**config.mk**
```make
export PLATFORM = sky130hd
export DESIGN_NAME = input_conditioner
export DESIGN_NICKNAME = d
export VERILOG_FILES = /design/src/rtl/input_conditioner.sv
export SDC_FILE = /design/constraint.sdc
export NUM_CORES = 1
export LEC_CHECK = 0
export CAP_MARGIN = 20
export CORE_UTILIZATION = 52
export DETAILED_ROUTE_END_ITERATION = 12
export HOLD_SLACK_MARGIN = 0.02
export PLACE_DENSITY = 0.82
export REMOVE_ABC_BUFFERS = 1
export SYNTH_ARGS = -nofsm -noshare
export SYNTH_HDL_FRONTEND = slang
export SYNTH_SLANG_ARGS = --single-unit
```
**constraint.sdc**
```tcl
create_clock -name clk -period 2.21 [get_ports clk]
set_clock_uncertainty 0.05 [all_clocks]
set_input_delay 0.442 -clock clk [delete_from_list [all_inputs] [get_ports clk]]
set_output_delay 0.442 -clock clk [all_outputs]
set_load 0.02 [all_outputs]
```
**src/rtl/input_conditioner.sv**
```systemverilog
// rtl/input_conditioner.sv - N-channel synchroniser, prescaled debounce, edge events, sticky flags
// Optional toggle outputs are built only when INCOND_TOGGLE_EN is defined.
module input_conditioner #(
    parameter int N           = 21,
    parameter int SYNC_STAGES = 2,
    parameter int TICK_DIV    = 1000,
    parameter int STABLE      = 4
) (
    input  logic         clk,
    input  logic         reset,
    input  logic [N-1:0] din,
    input  logic [N-1:0] clr,
    input  logic [N-1:0] tmode,
    output logic [N-1:0] q,
    output logic [N-1:0] rise,
    output logic [N-1:0] fall,
    output logic [N-1:0] events,
    output logic         any_evt,
    output logic [N-1:0] tog
);

    localparam int PW = (TICK_DIV > 1) ? $clog2(TICK_DIV) : 1;
    localparam int CW = $clog2(STABLE + 1);

    logic [SYNC_STAGES-1:0][N-1:0] r_sync;
    logic [PW-1:0]                 r_pre;
    logic [N-1:0][CW-1:0]          r_cnt;
    logic [N-1:0]                  r_q;
    logic [N-1:0]                  r_rise;
    logic [N-1:0]                  r_fall;
    logic [N-1:0]                  r_events;

    logic [N-1:0]                  w_s;
    logic                          w_tick;
    logic [N-1:0][CW-1:0]          w_cnt_nxt;
    logic [N-1:0]                  w_q_nxt;
    logic [N-1:0]                  w_rise_nxt;
    logic [N-1:0]                  w_fall_nxt;

    always_ff @(posedge clk or negedge reset) begin
        if (!reset) begin
            r_sync <= '0;
        end else begin
            r_sync[0] <= din;
            for (int k = 1; k < SYNC_STAGES; k++) begin
                r_sync[k] <= r_sync[k-1];
            end
        end
    end

    assign w_s    = r_sync[SYNC_STAGES-1];
    assign w_tick = (r_pre == PW'(TICK_DIV - 1));

    always_ff @(posedge clk or negedge reset) begin
        if (!reset) begin
            r_pre <= '0;
        end else if (w_tick) begin
            r_pre <= '0;
        end else begin
            r_pre <= r_pre + PW'(1);
        end
    end

    // A differing sample only advances the count; the level flips on the STABLE-th one in a row.
    always_comb begin
        w_q_nxt   = r_q;
        w_cnt_nxt = r_cnt;
        if (w_tick) begin
            for (int i = 0; i < N; i++) begin
                if (w_s[i] == r_q[i]) begin
                    w_cnt_nxt[i] = '0;
                end else if (r_cnt[i] + CW'(1) == CW'(STABLE)) begin
                    w_q_nxt[i]   = w_s[i];
                    w_cnt_nxt[i] = '0;
                end else begin
                    w_cnt_nxt[i] = r_cnt[i] + CW'(1);
                end
            end
        end
    end

    assign w_rise_nxt = w_q_nxt & ~r_q;
    assign w_fall_nxt = ~w_q_nxt & r_q;

    always_ff @(posedge clk or negedge reset) begin
        if (!reset) begin
            r_cnt    <= '0;
            r_q      <= '0;
            r_rise   <= '0;
            r_fall   <= '0;
            r_events <= '0;
        end else begin
            r_cnt    <= w_cnt_nxt;
            r_q      <= w_q_nxt;
            r_rise   <= w_rise_nxt;
            r_fall   <= w_fall_nxt;
            r_events <= (r_events & ~clr) | r_rise | r_fall;
        end
    end

    assign q       = r_q;
    assign rise    = r_rise;
    assign fall    = r_fall;
    assign events  = r_events;
    assign any_evt = |r_events;

`ifdef INCOND_TOGGLE_EN
    logic [N-1:0] r_tog;

    always_ff @(posedge clk or negedge reset) begin
        if (!reset) begin
            r_tog <= '0;
        end else begin
            r_tog <= r_tog ^ (w_rise_nxt & tmode);
        end
    end

    assign tog = r_tog;
`else
    logic w_tmode_unused;

    assign w_tmode_unused = ^tmode;
    assign tog            = '0;
`endif

endmodule

```
### Word-level counts from Yosys, hierarchy flattened

Cells that the tools add are included.

| cells by class | value |
|---|---|
| div/mod/pow operators | 0 |
| multiplexer cells | 86 |
| add/subtract/negate cells | 22 |
| shift-type cells | 0 |
| multiply operators | 0 |
| $lt $le $gt $ge | 0 |
| equality and inequality tests | 43 |
| bitwise operators | 8 |
| reductions and logical operators | 1 |

Operator list:

| operator | number |
|---|---|
| $mux W3 | 42 |
| $add A3 B1 Y3 const B | 21 |
| $and A21 B21 Y21 | 3 |
| $eq A3 B3 Y1 const B | 21 |
| $not A21 Y21 | 3 |
| $mux W1 | 42 |
| $or A21 B21 Y21 | 2 |
| $eq A1 B1 Y1 | 21 |
| $mux W21 | 1 |
| $reduce_or A21 Y1 | 1 |
| $add A10 B1 Y10 const B | 1 |
| $eq A10 B10 Y1 const B | 1 |
| $mux W10 | 1 |

| storage, ports and cells | value |
|---|---|
| output and inout bits | 106 |
| ROM bits | 0 |
| input bits | 65 |
| register bits | 199 |
| memories | 0 |
| bits in latches | 0 |
| memory bits (writable) | 0 |
| logic and storage cells | 188 |

### Depth between registers and ports, before layout

| logic depth | value |
|---|---|
| word-level depth | 7 |
| gate-level depth with buffers | 7 |
| mapped depth without buffers | 5 |

### Worst setup path before layout

No wires, ideal clock.

| timing path | value |
|---|---|
| kind | reg2reg |
| start | reg r_pre[0] |
| end | reg r_q[0], in the netlist q[0] |
| data required time | 2035 ps |
| library setup time | 125 ps |
| period minus slack after synthesis | 1867 ps |
| setup slack | 343 ps |
| data arrival time | 1691 ps |
| cell stages (with the launch flop) | 6 |
| path through | dfrtp_1 -> ha_1 -> nand4bb_4 -> or2_1 -> or3_4 -> mux2_4 |

| on the way | value |
|---|---|
| longest elaborated chain between the ends | 2 |

Ends and longest elaborated chain:

| item | line | RTL |
|---|---|---|
| start, declared | 26 | `logic [PW-1:0] r_pre;` |
| start signal, assigned | 60 | `r_pre <= r_pre + PW'(1);` |
| $eq A10 B10 Y1 | 52 | `assign w_tick = (r_pre == PW'(TICK_DIV - 1));` |
| $mux W21 | 68 | `if (w_tick) begin` |
| net w_q_nxt[0] | 36 | `logic [N-1:0] w_q_nxt;` |
| end signal, assigned | 94 | `r_q <= w_q_nxt;` |
| end, declared | 28 | `logic [N-1:0] r_q;` |

The timed path passes the listed nets, and every way through them passes these cells.
A chain may end at the register's enable or synchronous reset.

### Final worst setup path

| timing path | value |
|---|---|
| start | reg r_events[7], in the netlist events[7] |
| end | out any_evt |

| on the way | value |
|---|---|
| longest elaborated chain between the ends | 1 |

Ends and longest elaborated chain:

| item | line | RTL |
|---|---|---|
| start, declared | 31 | `logic [N-1:0] r_events;` |
| start signal, assigned | 97 | `r_events <= (r_events & ~clr) \| r_rise \| r_fall;` |
| $reduce_or A21 Y1 | 105 | `assign any_evt = \|r_events;` |
| end, declared | 18 | `output logic any_evt,` |

Every way passes these cells.

==> metrics.md <==
| Metric | Value |
|---|---|
| P_int | 5.46 mW |
| # rows | 46 |
| CTS Root Cell | clkbuf_16 |
| Drc violations | 0 |
| Psw | 1.47 mW |
| Post-Route WL | 15700 um |
| Grt total ovfl | 0 |
| Number of synthesized flops with an enable pin | 0 |
| Cells after Synth | 747 |
| Worst vdd ir | 571 uV |
| Synth area leader | dfrtp_1 |
| Starting Density | 53.4% |
| Total Negative Setup Slacks | -0.238 ns |
| Clock Tree Buf Depth | 2 |
| Number of DRC markers in iteration 0 | 339 |
| WP data required | 1.72 ns |
| Area Overhead vs Synth | 26.8% |
| IO Count | 171 |
| Startpoint types | flop |
| Core footprint | 0.0159 mm2 |
| Vias | 5588 |
| Outcome | finished with violations |
| Detailed Place HPWL | 10900 um |
| Input/output buffers | 128 |
| Final core occ | 67.7% |
| Full die area | 0.0168 mm2 |
| DIE WIDTH | 130 um |
| Largest net degree at the start of global routing | 57 |
| Initial antenna violation count | 0 |
| Period utilization | 111% |
| Nets | 1030 |
| Seq pwr share | 53.5% |
| Post-CTS setup buffers | 0 |
| Via count of the first global-routing pass | 5289 |
| Mean cell area of the mapped netlist | 11.4 um2 |
| CP endpoint kind | output port |
| LEAKAGE | 5.20 nW |
| Violated checks | setup timing |
| Inserted Clock Buffers | 17 |
| Post-Syn Area | 0.00848 mm2 |
| CTS tree | done |
| Pre-Repair DR Iteration Count | 4 |
| Pwr dens | 644 mW/mm2 |
| Largest fanout on the critical path | 2 |
| Final Non-Filler Cells | 1131 |
| Clk pin slew, worst setup/hold paths | 0.07 ns |
| Number of diodes | 0 |
| Comb pwr share | 3.2% |
| Antenna viol nets, final | 0 |
| First-pass GRT wire length | 25000 um |
| Net switching fraction of the power | 21.2% |
| Die Y-Extent | 130 um |
| RSZ-0062 raised after global routing | yes |
| Tot GR Track Use | 19.4% |
| Final hold slack | 0.298 ns |
| Worst Path Arrival | 1.96 ns |
| Synthesis-stage register bit count | 199 |
| Netlist cell types | 37 |
| Top_reg_cell synth | dfrtp_1 |
| YS warnings | 0 |
| Crit path kind | flop to output port |
| Post-synth top area share | 58.7% |
| Final slew viol count | 0 |
| Fraction of layout instances using a drive strength above 1 | 9.73% |
| Sequential area share after synthesis | 58.7% |
| # clock sinks | 199 |
| Clk pwr share | 43.3% |
| Hold Crit Class | flop to flop |
| Setup violations, final | 1 |
| Final Hold Fails | 0 |
| Placed cell count | 1099 |
| Vias per inst | 4.94 |
| Drt wl/cell | 13.9 um |
| Final Critical Period | 2.45 ns |
| Worst-Skew Late Latency | 0.43 ns |
| Top-count cell post-synth | dfrtp_1 |
| Max-Cap Viols | 0 |
| GP Congestion | 0.730 |
| Fmax | 409 MHz |
| Final setup margin | -0.238 ns |
| Synth async-reset ratio | 100% |
| Synth top cells by count | 199 x dfrtp_1, 108 x nand2_1, 64 x inv_1, 62 x ha_1, 50 x nand3_1 |
| Total number of H-tree levels | 4 |
| Dominant cells by area after synthesis | dfrtp_1 59%, ha_1 9.1%, nand2_1 4.8%, nand3_1 2.9%, and4b_1 2.8% |
-- logic make-up after synthesis --
| kind of cell | synth area share [%] |
|---|---|
| adders and majority gates | 9.14 |
| buffers and inverters | 5.78 |
| and+or+nand+nor | 16.6 |
| muxes | 2.88 |
| DFF | 58.7 |
| xor gates and xnor gates | 2.89 |
| AOI/OAI and AO/OA | 4.00 |
| other | 0.0442 |
-- cell type report --
class / instances / area [um2]
Inverter: 64 / 240
Timing Repair Buffer: 157 / 1580
Multi-Input combinational cell: 464 / 3110
Clock inverter: 11 / 125
Clock buffer: 20 / 447
Tap cell: 216 / 270
Sequential cell: 199 / 4980
Fill cell: 1206 / 5130
-- worst max-delay path, cell delays in order (launching register included) --
cell and delay [ns]:
dfrtp_1 0.40, nor4_2 0.27, buf_4 0.16, nand4_1 0.11, or4_4 0.43, buf_6 0.14
-- worst paths after layout --
| check | from | end | slack [ns] | depth (start not counted) |
|---|---|---|---|---|
| worst max-delay path | events[7] | any_evt | -0.24 | 5 |
| worst min-delay path | r_sync[16] | w_s[16] | 0.30 | 0 |
| worst max register to register | r_pre[0] | q[2] | 0.15 | 6 |
| worst min register to register | r_sync[16] | w_s[16] | 0.30 | 0 |
| max in group asynchronous | reset | fall[5] | 0.99 | 3 |
| min in group asynchronous | reset | r_cnt[11] | 0.47 | 2 |
-- stage by stage --
stage	setup slack, ns	cell area, um2	power, mW
6_report	-0.238	10800	6.93
5_1_grt	-0.372	10800	7.16
4_1_cts	-0.273	10700	7.01
3_5_place_dp	-0.222	10200	4.00
3_3_place_gp	-0.162	10200	4.00
2_1_floorplan	-1.27	8310	3.83
-- cell usage in the layout, fill, tap and decap left out, types with 6 or more instances in the layout --
cell	n
nor2_1	43
ha_1	62
xnor2_1	6
inv_1	64
xor2_1	22
and4b_1	24
buf_12	6
buf_4	22
mux2_2	19
conb_1	21
nand3_1	50
nor3_1	12
clkbuf_16	17
o21ai_0	46
dfrtp_1	199
nand2_1	108
clkdlybuf4s50_1	126
nor3b_1	13
-- flip-flops by register name, indices dropped and copies added (netlist names) --
| register | cells |
|---|---|
| events | 21 |
| fall | 21 |
| q | 21 |
| r_cnt | 63 |
| r_pre | 10 |
| r_sync | 21 |
| rise | 21 |
| w_s | 21 |
-- timing repair --
item	in CTS	in global routing
hold endpoints to repair	46	0
pin swaps	4	2
gates resized for setup	6	4
hold buffers	1	0
setup endpoints to repair	1	1
-- power by group through the flow --
stage / Sequential (mW) / Clock (mW) / Combinational, mW
2_1_floorplan: 3.77 / 0 / 0.0563
3_3_place_gp: 3.77 / 0 / 0.223
3_5_place_dp: 3.78 / 0 / 0.225
4_1_cts: 3.71 / 3.07 / 0.228
5_1_grt: 3.71 / 3.20 / 0.250
6_report: 3.71 / 3.00 / 0.221
-- routing by layer --
layer | wire (um) | vias to the layer above | GRT usage (%)
met5 | 0 | - | 0
met3 | 720 | 18 | 5.17
met1 | 7140 | 2701 | 25.0
li1 | - | 2744 | -
met4 | 226 | 0 | 7.11
met2 | 7580 | 125 | 31.7
(Power assumes the default switching activity.)
